### config.mk
export PLATFORM = sky130hd
export DESIGN_NAME = leaderboard_ranker_flat
export DESIGN_NICKNAME = d
export VERILOG_FILES = /design/src/rtl/stopwatch_pkg.sv /design/src/rtl/leaderboard_ranker_if.sv /design/src/rtl/leaderboard_ranker.sv /design/src/flat_wrapper.sv
export SDC_FILE = /design/constraint.sdc
export NUM_CORES = 1
export LEC_CHECK = 0
export ABC_AREA = 1
export CORE_ASPECT_RATIO = 1.5
export CORE_MARGIN = 2
export CORE_UTILIZATION = 55
export DETAILED_ROUTE_END_ITERATION = 12
export GPL_TIMING_DRIVEN = 1
export MAX_ROUTING_LAYER = met4
export PLACE_DENSITY = 0.74
export SLEW_MARGIN = 20
export SYNTH_ARGS = -nofsm -noshare
export SYNTH_HDL_FRONTEND = slang
export SYNTH_SLANG_ARGS = --single-unit
### constraint.sdc
create_clock -name clock -period 3.45 [get_ports clock]
set_input_delay 0.5175 -clock clock [delete_from_list [all_inputs] [get_ports clock]]
set_output_delay 0.5175 -clock clock [all_outputs]
set_load 0.01 [all_outputs]
### src/rtl/stopwatch_pkg.sv
// Shared stopwatch definitions: time/rank widths, leaderboard depth and the
// ranker FSM state encoding.
package stopwatch_pkg;

  localparam int TIME_W   = 23;
  localparam int LB_DEPTH = 5;
  localparam int RANK_W   = 3;

  typedef enum logic [2:0] {
    IDLE,
    SCAN,
    SHIFT,
    WRITE,
    DONE
  } lb_state_t;

endpackage

### src/rtl/leaderboard_ranker_if.sv
// Leaderboard ranker bus: result submission, clear, display read port and
// rank reporting. master = stopwatch/display side, slave = ranker.
interface leaderboard_ranker_if #(
  parameter int TIME_W = stopwatch_pkg::TIME_W,
  parameter int RANK_W = stopwatch_pkg::RANK_W
);

  logic [TIME_W-1:0] time_in;
  logic              time_valid;
  logic              clear;
  logic [RANK_W-1:0] rd_idx;
  logic [TIME_W-1:0] rd_time;
  logic              rd_valid;
  logic [RANK_W-1:0] rank;
  logic              rank_valid;
  logic              busy;

  modport master (
    output time_in, time_valid, clear, rd_idx,
    input  rd_time, rd_valid, rank, rank_valid, busy
  );

  modport slave (
    input  time_in, time_valid, clear, rd_idx,
    output rd_time, rd_valid, rank, rank_valid, busy
  );

endinterface

### src/rtl/leaderboard_ranker.sv
// Sorted top-DEPTH lap-time table: inserts each finished time in ascending
// order one entry per cycle and reports its rank (0 = not placed).
module leaderboard_ranker #(
  parameter int TIME_W = stopwatch_pkg::TIME_W,
  parameter int DEPTH  = stopwatch_pkg::LB_DEPTH,
  parameter int RANK_W = stopwatch_pkg::RANK_W
) (
  input logic                 clock,
  input logic                 reset,
  leaderboard_ranker_if.slave lb
);

  import stopwatch_pkg::*;

  localparam logic [RANK_W-1:0] LAST_IDX = RANK_W'(DEPTH - 1);

  lb_state_t state_reg, state_next;

  logic [TIME_W-1:0] cand_reg;
  logic [RANK_W-1:0] idx_reg;
  logic [RANK_W-1:0] pos_reg;
  logic [RANK_W-1:0] k_reg;
  logic [RANK_W-1:0] rank_reg;
  logic [TIME_W-1:0] rd_time_reg;
  logic              rd_valid_reg;

  logic [TIME_W-1:0] ent_time_reg  [DEPTH];
  logic              ent_valid_reg [DEPTH];

  logic              load, advance, place, miss, shift_en, write_en;
  logic [TIME_W-1:0] scan_time;
  logic              scan_valid;
  logic [RANK_W-1:0] valid_cnt;
  logic [RANK_W-1:0] shift_start;
  logic [TIME_W-1:0] rd_time_next;
  logic              rd_valid_next;

  always_comb begin
    scan_time     = '0;
    scan_valid    = 1'b0;
    valid_cnt     = '0;
    rd_time_next  = '0;
    rd_valid_next = 1'b0;
    for (int j = 0; j < DEPTH; j++) begin
      if (idx_reg == RANK_W'(j)) begin
        scan_time  = ent_time_reg[j];
        scan_valid = ent_valid_reg[j];
      end
      if (lb.rd_idx == RANK_W'(j)) begin
        rd_time_next  = ent_time_reg[j];
        rd_valid_next = ent_valid_reg[j];
      end
      valid_cnt = valid_cnt + RANK_W'(ent_valid_reg[j]);
    end
    // Valid entries always form a prefix, so slots above the fill level hold
    // invalid zeros and need no shifting; start at the first empty slot.
    shift_start = (valid_cnt > LAST_IDX) ? LAST_IDX : valid_cnt;
  end

  always_comb begin
    state_next = state_reg;
    load       = 1'b0;
    advance    = 1'b0;
    place      = 1'b0;
    miss       = 1'b0;
    shift_en   = 1'b0;
    write_en   = 1'b0;
    case (state_reg)
      IDLE: begin
        if (lb.time_valid) begin
          if (lb.time_in == '0) begin
            miss       = 1'b1;
            state_next = DONE;
          end else begin
            load       = 1'b1;
            state_next = SCAN;
          end
        end
      end
      SCAN: begin
        if (!scan_valid || cand_reg < scan_time) begin
          place      = 1'b1;
          state_next = SHIFT;
        end else if (idx_reg == LAST_IDX) begin
          miss       = 1'b1;
          state_next = DONE;
        end else begin
          advance = 1'b1;
        end
      end
      SHIFT: begin
        if (k_reg > pos_reg) shift_en = 1'b1;
        else                 state_next = WRITE;
      end
      WRITE: begin
        write_en   = 1'b1;
        state_next = DONE;
      end
      DONE:    state_next = IDLE;
      default: state_next = IDLE;
    endcase
    if (lb.clear) state_next = IDLE;
  end

  always_ff @(posedge clock or negedge reset) begin
    if (!reset) state_reg <= IDLE;
    else        state_reg <= state_next;
  end

  always_ff @(posedge clock or negedge reset) begin
    if (!reset) begin
      cand_reg <= '0;
      idx_reg  <= '0;
      pos_reg  <= '0;
      k_reg    <= '0;
      rank_reg <= '0;
    end else if (lb.clear) begin
      rank_reg <= '0;
    end else begin
      if (load) begin
        cand_reg <= lb.time_in;
        idx_reg  <= '0;
      end
      if (advance)  idx_reg <= idx_reg + RANK_W'(1);
      if (place) begin
        pos_reg <= idx_reg;
        k_reg   <= shift_start;
      end
      if (shift_en) k_reg    <= k_reg - RANK_W'(1);
      if (write_en) rank_reg <= pos_reg + RANK_W'(1);
      if (miss)     rank_reg <= '0;
    end
  end

  genvar gi;
  for (gi = 0; gi < DEPTH; gi++) begin : g_entry
    localparam int PREV = (gi == 0) ? 0 : gi - 1;
    // Entry 0 is never a shift target (k > pos >= 0), so PREV=0 is never used there.
    always_ff @(posedge clock or negedge reset) begin
      if (!reset) begin
        ent_time_reg[gi]  <= '0;
        ent_valid_reg[gi] <= 1'b0;
      end else if (lb.clear) begin
        ent_time_reg[gi]  <= '0;
        ent_valid_reg[gi] <= 1'b0;
      end else if (write_en && pos_reg == RANK_W'(gi)) begin
        ent_time_reg[gi]  <= cand_reg;
        ent_valid_reg[gi] <= 1'b1;
      end else if (shift_en && k_reg == RANK_W'(gi)) begin
        ent_time_reg[gi]  <= ent_time_reg[PREV];
        ent_valid_reg[gi] <= ent_valid_reg[PREV];
      end
    end
  end

  always_ff @(posedge clock or negedge reset) begin
    if (!reset) begin
      rd_time_reg  <= '0;
      rd_valid_reg <= 1'b0;
    end else begin
      rd_time_reg  <= rd_time_next;
      rd_valid_reg <= rd_valid_next;
    end
  end

  assign lb.rd_time    = rd_time_reg;
  assign lb.rd_valid   = rd_valid_reg;
  assign lb.rank       = rank_reg;
  assign lb.rank_valid = (state_reg == DONE);
  assign lb.busy       = (state_reg != IDLE);

endmodule
### src/flat_wrapper.sv
// flat-port wrapper written by rule: the top's interface ports become plain ports
module leaderboard_ranker_flat import stopwatch_pkg::*;
#(
  parameter int TIME_W = stopwatch_pkg::TIME_W,
  parameter int DEPTH  = stopwatch_pkg::LB_DEPTH,
  parameter int RANK_W = stopwatch_pkg::RANK_W
)
  (clock, reset, lb_time_in, lb_time_valid, lb_clear, lb_rd_idx, lb_rd_time, lb_rd_valid, lb_rank, lb_rank_valid, lb_busy);
  leaderboard_ranker_if #(.TIME_W(TIME_W), .RANK_W(RANK_W)) lb_i ();
  input logic clock;
  input logic reset;
  input wire logic [$bits(lb_i.time_in)-1:0] lb_time_in;
  input wire logic [$bits(lb_i.time_valid)-1:0] lb_time_valid;
  input wire logic [$bits(lb_i.clear)-1:0] lb_clear;
  input wire logic [$bits(lb_i.rd_idx)-1:0] lb_rd_idx;
  output wire logic [$bits(lb_i.rd_time)-1:0] lb_rd_time;
  output wire logic [$bits(lb_i.rd_valid)-1:0] lb_rd_valid;
  output wire logic [$bits(lb_i.rank)-1:0] lb_rank;
  output wire logic [$bits(lb_i.rank_valid)-1:0] lb_rank_valid;
  output wire logic [$bits(lb_i.busy)-1:0] lb_busy;
  assign lb_i.time_in = lb_time_in;
  assign lb_i.time_valid = lb_time_valid;
  assign lb_i.clear = lb_clear;
  assign lb_i.rd_idx = lb_rd_idx;
  assign lb_rd_time = lb_i.rd_time;
  assign lb_rd_valid = lb_i.rd_valid;
  assign lb_rank = lb_i.rank;
  assign lb_rank_valid = lb_i.rank_valid;
  assign lb_busy = lb_i.busy;
  leaderboard_ranker #(.TIME_W(TIME_W), .DEPTH(DEPTH), .RANK_W(RANK_W)) u_core (.clock(clock), .reset(reset), .lb(lb_i));
endmodule
==> results.json, run 1 <==
{
  "slew-limit-headroom_pct": 44.0,
  "synth_compound_area_share_pct": 27.6,
  "cts.path.max_buffers": 2,
  "cp.arrival_ps": 3770,
  "synth_cell_type_count": 36,
  "stdcell_area_um2": 12100,
  "top_usage_layer": "met2",
  "final_core_util_pct": 66.0,
  "syn-num-nets": 1272,
  "hold_violations": 0,
  "antenna_found_initial": 0,
  "worst_ep_required_time_ps": 3800,
  "ys_warn_count": 0,
  "n_antenna_cell": 0,
  "ir_drop_v": 0.000376,
  "tritoncts": "done",
  "dieArea_um2": 19800,
  "dieHeight_um": 171,
  "synth-simple-area-share_pct": 11.3,
  "path_clk_slew_ps": 70,
  "crit_path_end_kind": "register",
  "synth_xor_area_share_pct": 0.0855,
  "start_util_pct": 55.7,
  "rsz0062_at_grt": "yes",
  "grt_pass1_vias": 9565,
  "ys_seq_elements": 182,
  "synthesis.area_um2": 10200,
  "startpoint_type": "register",
  "clock_sinks": 182,
  "drc": 0,
  "layout.cells.non_filler": 1523,
  "ios": 59,
  "status": "finished, final reports clean",
  "slew_violations": 0,
  "die_w_um": 115,
  "period_needed_ps": 3420,
  "portBuffers": 58,
  "largest_register_ffs": 115,
  "vias": 9726,
  "p_leak_nw": 5.10,
  "powerDensity_nw_per_um2": 560,
  "yosysSeqAreaShare_pct": 44.5,
  "grt_overflow_total": 0,
  "crit_type": "reg2reg",
  "h-tree-depth": 4,
  "cts_root_buffer": "clkbuf_16",
  "synth_top_family_by_area": "compound AO/OA/AOI/OAI gates",
  "place_congestion": 0.936,
  "finalSetupTns_ps": 0,
  "setup_violations": 0,
  "dpl-instance-area_um2": 11300,
  "ant_nets": 0,
  "numCtsBuffers": 17,
  "grtUsageMet1_pct": 43.3,
  "hold_buffers": 0,
  "first_pass_iters": 6,
  "grt_max_degree": 89,
  "wirelength_um": 32900,
  "wl_per_cell_um": 21.6,
  "grt.total_usage_pct": 35.1,
  "clock.fmax_mhz": 292,
  "rows": 61,
  "worst_pin_slew_ps": 837,
  "placed_cells": 1479,
  "fin_crit_sh_pct": 99.2,
  "skew_ps": 7.88,
  "viasPerCell": 6.39,
  "hp-class": "in2async",
  "clock_latency_ps": 450,
  "fp.coreArea_um2": 18400,
  "netlist_instances": 1198,
  "drt-initial-drc-count": 1132,
  "cp_max_fo": 6,
  "gr-usage-met3_pct": 5.70,
  "grtUsageMet2_pct": 54.4,
  "grt_pass1_wl_um": 50900,
  "drive_above_1_share_pct": 13.2,
  "hpwlAfterDp_um": 20100,
  "area_growth_pct": 18.6,
  "syn_avg_cell_area_um2": 8.55,
  "synth.mux.area_fraction_pct": 0.330,
  "layout.nets": 1333,
  "synth_adder_area_share_pct": 5.52,
  "maxCapViolCount": 0
}
-- cells in the mapped netlist --
master    instances  share of area (%)
fa_1              2               0.39
o211ai_1         19                1.4
nand3b_1          1              0.073
ha_1             42                5.1
a31oi_1           1              0.061
nand2_2           3               0.18
inv_1           184                6.7
o221ai_2         15                2.2
a211oi_1         22                1.6
nor3_2            1              0.098
a21oi_1          43                2.1
nand3_1          38                1.9
mux2_2            3               0.33
buf_2            12               0.59
xnor2_1           1              0.086
nand4_1           7               0.43
nor4_1            5               0.31
o21ai_1          38                1.9
buf_4             8               0.59
o22ai_1          40                2.4
nor3_4            2               0.32
a311oi_1         22                1.9
clkinv_1          2              0.073
o21ai_2           8               0.68
nor3_1            6               0.29
nor2_2            4               0.24
dfrtp_1         182                 44
o221ai_1         77                6.6
buf_6             3               0.33
o21ai_0         135                6.6
buf_1             5               0.18
nand2_1         130                4.8
nor2_1           76                2.8
o31ai_1           3               0.22
clkbuf_1         49                1.8
inv_2             9               0.33
-- cell type report --
type | instances | area, um^2
clock inverters | 14 | 144
clock buffers | 17 | 425
multi-input cells | 744 | 4770
inverters | 195 | 752
repair buffers | 118 | 1180
flip-flops and latches | 182 | 4560
well taps | 252 | 315
repair inverters | 1 | 8.76
fillers | 1525 | 6240
-- worst max-delay path, cell delays in order, from the launching register on --
cell       delay, ps
dfrtp_2          440
inv_4             80
ha_4             160
inv_4             40
nor2_4           240
clkbuf_16        210
a311oi_1          80
a211oi_1         190
o22ai_1          130
ha_1             310
nand2_1           80
nor2_2           120
nand3_2          110
nor4_2           310
buf_4            190
nand2_4           50
nand2_4           70
nand4_1          210
buf_4            250
o31ai_4           50
-- repair_timing --
action | in CTS | in global routing
pin swaps | 1 | 12
buffers inserted | 0 | 10
gates cloned | 1 | 3
hold endpoints to repair | 0 | 0
setup endpoints to repair | 10 | 15
resized for setup | 3 | 43
-- logic make-up after synthesis --
group	Yosys count
and+or+nand+nor	273
buffers and inverters	272
DFF	182
AOI/OAI and AO/OA	423
xor gates and xnor gates	1
adders and majority gates	44
muxes	3
-- through the flow --
| stage | hold slack [ps] | total power [W] | worst slack [ps] |
|---|---|---|---|
| after floorplan | 222 | 0.00395 | 511 |
| after global placement | 496 | 0.00464 | 118 |
| after detailed placement | 495 | 0.00470 | 49.9 |
| after CTS | 158 | 0.00665 | 9.17 |
| after global routing | 176 | 0.00716 | -110 |
| final | 101 | 0.00680 | 27.7 |
-- cells in the final DEF (no fill, tap or decap), types with 37 or more instances in the layout --
cell,count
nand2_1,127
a21oi_1,43
inv_1,181
o22ai_1,40
dfrtp_1,181
o21ai_0,133
nor2_1,72
buf_4,48
clkdlybuf4s50_1,57
o21ai_1,37
nand3_1,37
ha_1,38
o221ai_1,77
-- routing by layer --
layer / vias up / wire length [um]
met3: 153 / 2880
met4: 0 / 1880
met2: 573 / 15700
li1: 4343 / -
met5: - / 0
met1: 4657 / 12400
-- path summary, 6_finish.rpt --
kind                                              from  slack (ps)  cells after the start                       end
worst max register to register       u_core.idx_reg[1]          30                     19       u_core.state_reg[0]
worst max-delay path                 u_core.idx_reg[1]          30                     19       u_core.state_reg[0]
min in group clock              u_core.ent_time_reg[0]         510                      2      u_core.lb.rd_time[0]
max in group asynchronous                        reset        2420                      2  u_core.ent_time_reg[104]
worst min-delay path                             reset         100                      1     u_core.lb.rd_time[10]
worst min register to register  u_core.ent_time_reg[0]         510                      2      u_core.lb.rd_time[0]
-- where the power goes --
part / total, W / switching (W) / internal (W)
registers: 0.00277 / 0.000328 / 0.00245
logic: 0.00209 / 0.00130 / 0.000792
clock network: 0.00194 / 0.000924 / 0.00101
Note: power is estimated with default switching activity, not from simulation.
==> run 2, diff against run 1 <==
--- a/config.mk
+++ b/config.mk
@@ -7,7 +7,6 @@
 export LEC_CHECK = 0
 export ABC_AREA = 1
 export CORE_ASPECT_RATIO = 1.5
-export CORE_MARGIN = 2
 export CORE_UTILIZATION = 55
 export DETAILED_ROUTE_END_ITERATION = 12
 export GPL_TIMING_DRIVEN = 1
==> results.json, run 2 (same netlist as run 1, synthesis figures left out) <==
{
  "dieArea_um2": 19200,
  "worst_ep_required_time_ps": 3770,
  "path_clk_slew_ps": 70,
  "grt.total_usage_pct": 36.0,
  "antenna_found_initial": 0,
  "cp_max_fo": 6,
  "finalSetupTns_ps": 0,
  "first_pass_iters": 9,
  "slew_violations": 0,
  "area_growth_pct": 20.9,
  "fp.coreArea_um2": 18100,
  "drive_above_1_share_pct": 14.9,
  "tritoncts": "done",
  "ios": 59,
  "path_delay_family": "simple AND/OR/NAND/NOR gates",
  "fin_crit_sh_pct": 97.3,
  "clock_sinks": 182,
  "grt_pass1_wl_um": 51000,
  "crit_slowest_cell": "dfrtp_1",
  "crit_type": "reg2reg",
  "h-tree-depth": 4,
  "stdcell_area_um2": 12400,
  "vias": 9943,
  "final.fill_count": 1437,
  "clock.fmax_mhz": 298,
  "place_congestion": 0.897,
  "r2r-start": "u_core.idx_reg[1]",
  "drc": 0,
  "p_leak_nw": 5.21,
  "dieHeight_um": 169,
  "cp_num_buf_inv": 5,
  "multiInputGateArea_um2": 4870,
  "dpl-instance-area_um2": 11200,
  "largest_register_ffs": 115,
  "wirelength_um": 33500,
  "drt-initial-drc-count": 1114,
  "clock_latency_ps": 440,
  "layout_common_cells": "dfrtp_1 (182), inv_1 (179), o21ai_0 (133)",
  "startpoint_type": "register",
  "placed_cells": 1474,
  "finalPower_w": 0.00710,
  "ir_drop_v": 0.000339,
  "hold_buffers": 0,
  "max_stage_delay_ps": 410,
  "viasPerCell": 6.52,
  "n_antenna_cell": 0,
  "numCtsBuffers": 17,
  "path_cells": "inv_2, ha_4, inv_2, nor2_4, buf_12, buf_12, a311oi_4, a211oi_2, o22ai_1, ha_1, nand2_2, nor2_4, nand3_4, nor4_4, buf_4, nand2_1, nand2_2, nand4_1, nand3_1, o21ai_1",
  "seqCellArea_um2": 4550,
  "maxCapViolCount": 0,
  "crit_start": "u_core.idx_reg[1]",
  "rows": 60,
  "hpwlAfterDp_um": 20000,
  "worst_pin_slew_ps": 1100,
  "period_needed_ps": 3360,
  "crit_path_end_kind": "register",
  "slew-limit-headroom_pct": 26.8,
  "portBuffers": 58,
  "layout.cells.non_filler": 1526,
  "final_core_util_pct": 68.5,
  "start_util_pct": 56.6,
  "cts_root_buffer": "clkbuf_16",
  "final_common_cell": "dfrtp_1",
  "hp-class": "in2async",
  "cts.path.max_buffers": 2,
  "powerDensity_nw_per_um2": 573,
  "wl_per_cell_um": 21.9,
  "die_w_um": 113,
  "grt_max_degree": 77,
  "ant_nets": 0,
  "hold_violations": 0,
  "setup_violations": 0,
  "grt_pass1_vias": 9789,
  "layout.nets": 1340,
  "skew_ps": 6.56,
  "status": "finished, final reports clean",
  "cp.arrival_ps": 3680,
  "grt_overflow_total": 0
}
==> run 2: metal layers <==
layer / up-vias / part of all wire (%) / track usage, %
met1: 4771 / 37 / 43.1
met2: 617 / 46 / 56.7
li1: 4360 / - / -
met5: - / 0 / -
met3: 195 / 9.0 / 6.39
met4: 0 / 7.4 / 22.1
==> run 2: final timing paths <==
check                                   endpoint  slack [ps]  cells past startpoint
max                            u_core.idx_reg[1]          90                     20
min                        u_core.lb.rd_time[14]          90                      1
max reg2reg                    u_core.idx_reg[1]          90                     20
min reg2reg                 u_core.lb.rd_time[0]         520                      2
max in group asynchronous      u_core.pos_reg[0]        2360                      2
min in group clock          u_core.lb.rd_time[0]         520                      2
==> run 2: repair_timing <==
item / 4_1_cts / 5_1_grt
setup buffers: 0 / 17
pin swaps: 0 / 19
gates cloned: 0 / 4
setup endpoints to repair: 13 / 15
gates resized for setup: 1 / 67
==> run 2: final cells by class <==
cell class | count | share of cell area, %
multi-input combinational | 744 | 39.3
sequential | 182 | 36.8
timing repair buffer | 124 | 10.0
inverter | 195 | 6.03
clock buffer | 20 | 3.77
tap | 248 | 2.51
clock inverter | 11 | 1.39
timing repair inverter | 2 | 0.202
==> run 2: stage by stage <==
step | setup WS [ps] | hold slack [ps]
after floorplan | 511 | 222
after global placement | 52.5 | 494
after detailed placement | -26.9 | 499
after CTS | 45.5 | 118
after global routing | -89.7 | 143
final | 94.8 | 94.5
==> run 2: power breakdown <==
part | total [W] | leakage, nW | switching (W) | internal [W]
clock network | 0.00212 | 0.312 | 0.000854 | 0.00127
registers | 0.00278 | 2.47 | 0.000336 | 0.00245
logic | 0.00219 | 2.43 | 0.00136 | 0.000836
total | 0.00710 | 5.21 | 0.00255 | 0.00455
==> run 2: worst reg2reg max path: cells and delay by family, from the launching register on <==
kind	cells	cell delay, ps
fa+ha+maj	2	490
simple gates	9	1210
flops	1	410
compound gates	4	490
buf+inv	5	640
==> run 3, diff against run 2 <==
--- a/config.mk
+++ b/config.mk
@@ -12,6 +12,7 @@
 export GPL_TIMING_DRIVEN = 1
 export MAX_ROUTING_LAYER = met4
 export PLACE_DENSITY = 0.74
+export SKIP_CTS_REPAIR_TIMING = 1
 export SLEW_MARGIN = 20
 export SYNTH_ARGS = -nofsm -noshare
 export SYNTH_HDL_FRONTEND = slang
==> results.json, run 3 (same netlist as run 1, synthesis figures left out) <==
{
  "status": "finished, final reports clean",
  "drc": 0,
  "worst_pin_slew_ps": 1100,
  "slew-limit-headroom_pct": 26.9,
  "hpwlAfterDp_um": 20000,
  "die_w_um": 113,
  "ios": 59,
  "portBuffers": 58,
  "hold_violations": 0,
  "rsz0062_at_grt": "yes",
  "h-tree-depth": 4,
  "hp-class": "in2async",
  "layout.cells.non_filler": 1521,
  "area_growth_pct": 19.6,
  "crit_type": "reg2reg",
  "largest_register_ffs": 115,
  "wl_per_cell_um": 21.7,
  "final_common_cell": "dfrtp_1",
  "viasPerCell": 6.44,
  "grt_pass1_vias": 9793,
  "ir_drop_v": 0.000331,
  "reg2reg_depth": 24,
  "cp_max_fo": 7,
  "path_delay_family": "compound AO/OA/AOI/OAI gates",
  "start_util_pct": 56.6,
  "path_clk_slew_ps": 70,
  "startpoint_type": "register",
  "dieHeight_um": 169,
  "cts.path.max_buffers": 2,
  "setup_violations": 0,
  "cp_num_buf_inv": 6,
  "drt-initial-drc-count": 1061,
  "ant_nets": 0,
  "rows": 60,
  "worst_hold_slack_ps": 89.7,
  "fp.coreArea_um2": 18100,
  "p_leak_nw": 5.17,
  "cts_root_buffer": "clkbuf_16",
  "crit_path_end_kind": "register",
  "placed_cells": 1474,
  "first_pass_iters": 8,
  "clock.fmax_mhz": 298,
  "vias": 9801,
  "worst-path-stages": 24,
  "clock_latency_ps": 440,
  "layout_common_cells": "dfrtp_1 (182), inv_1 (180), o21ai_0 (134)",
  "dieArea_um2": 19200,
  "powerDensity_nw_per_um2": 574,
  "reg2reg_to": "u_core.pos_reg[2]",
  "crit_slowest_cell": "dfrtp_1",
  "n_antenna_cell": 0,
  "maxCapViolCount": 0,
  "tritoncts": "done",
  "endpoint": "u_core.pos_reg[2]",
  "fin_crit_sh_pct": 97.3,
  "cp.arrival_ps": 3670,
  "antenna_found_initial": 0,
  "place_congestion": 0.897,
  "crit_start": "u_core.idx_reg[1]",
  "cpMostUsedCell": "o21ai_0",
  "clock_sinks": 182,
  "max_stage_delay_ps": 410,
  "r2r-start": "u_core.idx_reg[1]",
  "slew_violations": 0,
  "numCtsBuffers": 17,
  "path_cells": "inv_2, ha_4, inv_2, nor2_4, buf_12, clkbuf_16, buf_4, nand3_1, o211ai_1, o21ai_0, nor2_1, o22ai_1, ha_1, a21oi_1, o21ai_0, nand4_1, o211ai_1, a21oi_2, nand2_4, nand2_1, nand2_2, buf_4, nand2_1, o21ai_0",
  "grt_pass1_wl_um": 51000,
  "wirelength_um": 33000,
  "period_needed_ps": 3360,
  "grt_overflow_total": 0,
  "grt_max_degree": 77,
  "layout.nets": 1335,
  "worst_ep_required_time_ps": 3760,
  "rrSetupSlack_ps": 90,
  "grt.total_usage_pct": 36.0,
  "skew_ps": 5.21,
  "drive_above_1_share_pct": 13.7
}
-- run 3: per-layer routing --
layer / wire length (um) / vias to the layer above / part of all wire [%] / track usage, %
met3: 3320 / 185 / 10 / 6.43
met5: 0 / - / 0 / -
met2: 15500 / 632 / 47 / 56.8
met4: 2090 / 0 / 6.3 / 21.8
li1: - / 4347 / - / -
met1: 12100 / 4637 / 37 / 43.1
-- run 3: worst min-delay path by stage --
stage | depth (start not counted) | to | start
after floorplan | 0 | u_core.cand_reg[0] | reset
after global placement | 2 | u_core.lb.rd_time[0] | u_core.ent_time_reg[0]
after detailed placement | 2 | u_core.lb.rd_time[0] | u_core.ent_time_reg[0]
after CTS | 1 | u_core.lb.rd_time[10] | reset
after global routing | 1 | u_core.lb.rd_time[14] | reset
final | 1 | u_core.lb.rd_time[14] | reset
-- run 3: metrics by stage --
step	setup TNS, ps	power, W	setup WS, ps	util [%]	instance area, um^2
floorplan	0	0.00395	511	-	10200
finish	0	0.00703	93.7	67.7	12200
global route	-752	0.00737	-123	67.7	12200
CTS	-352	0.00680	-71.3	65.7	11900
global placement	0	0.00462	52.5	62.1	11200
detailed placement	-59.1	0.00468	-26.9	62.1	11200
-- run 3: final cells by class --
type,instances,area [um^2]
repair inverters,1,8.76
clock buffers,20,467
flip-flops and latches,182,4550
repair buffers,120,1210
clock inverters,11,173
inverters,195,747
multi-input cells,744,4780
fillers,1473,5840
well taps,248,310
-- run 3: power by group --
group | leakage [nW] | internal (W) | total (W) | switching, W
combinational | 2.39 | 0.000806 | 0.00212 | 0.00132
sequential | 2.47 | 0.00245 | 0.00278 | 0.000331
clock | 0.312 | 0.00127 | 0.00213 | 0.000862
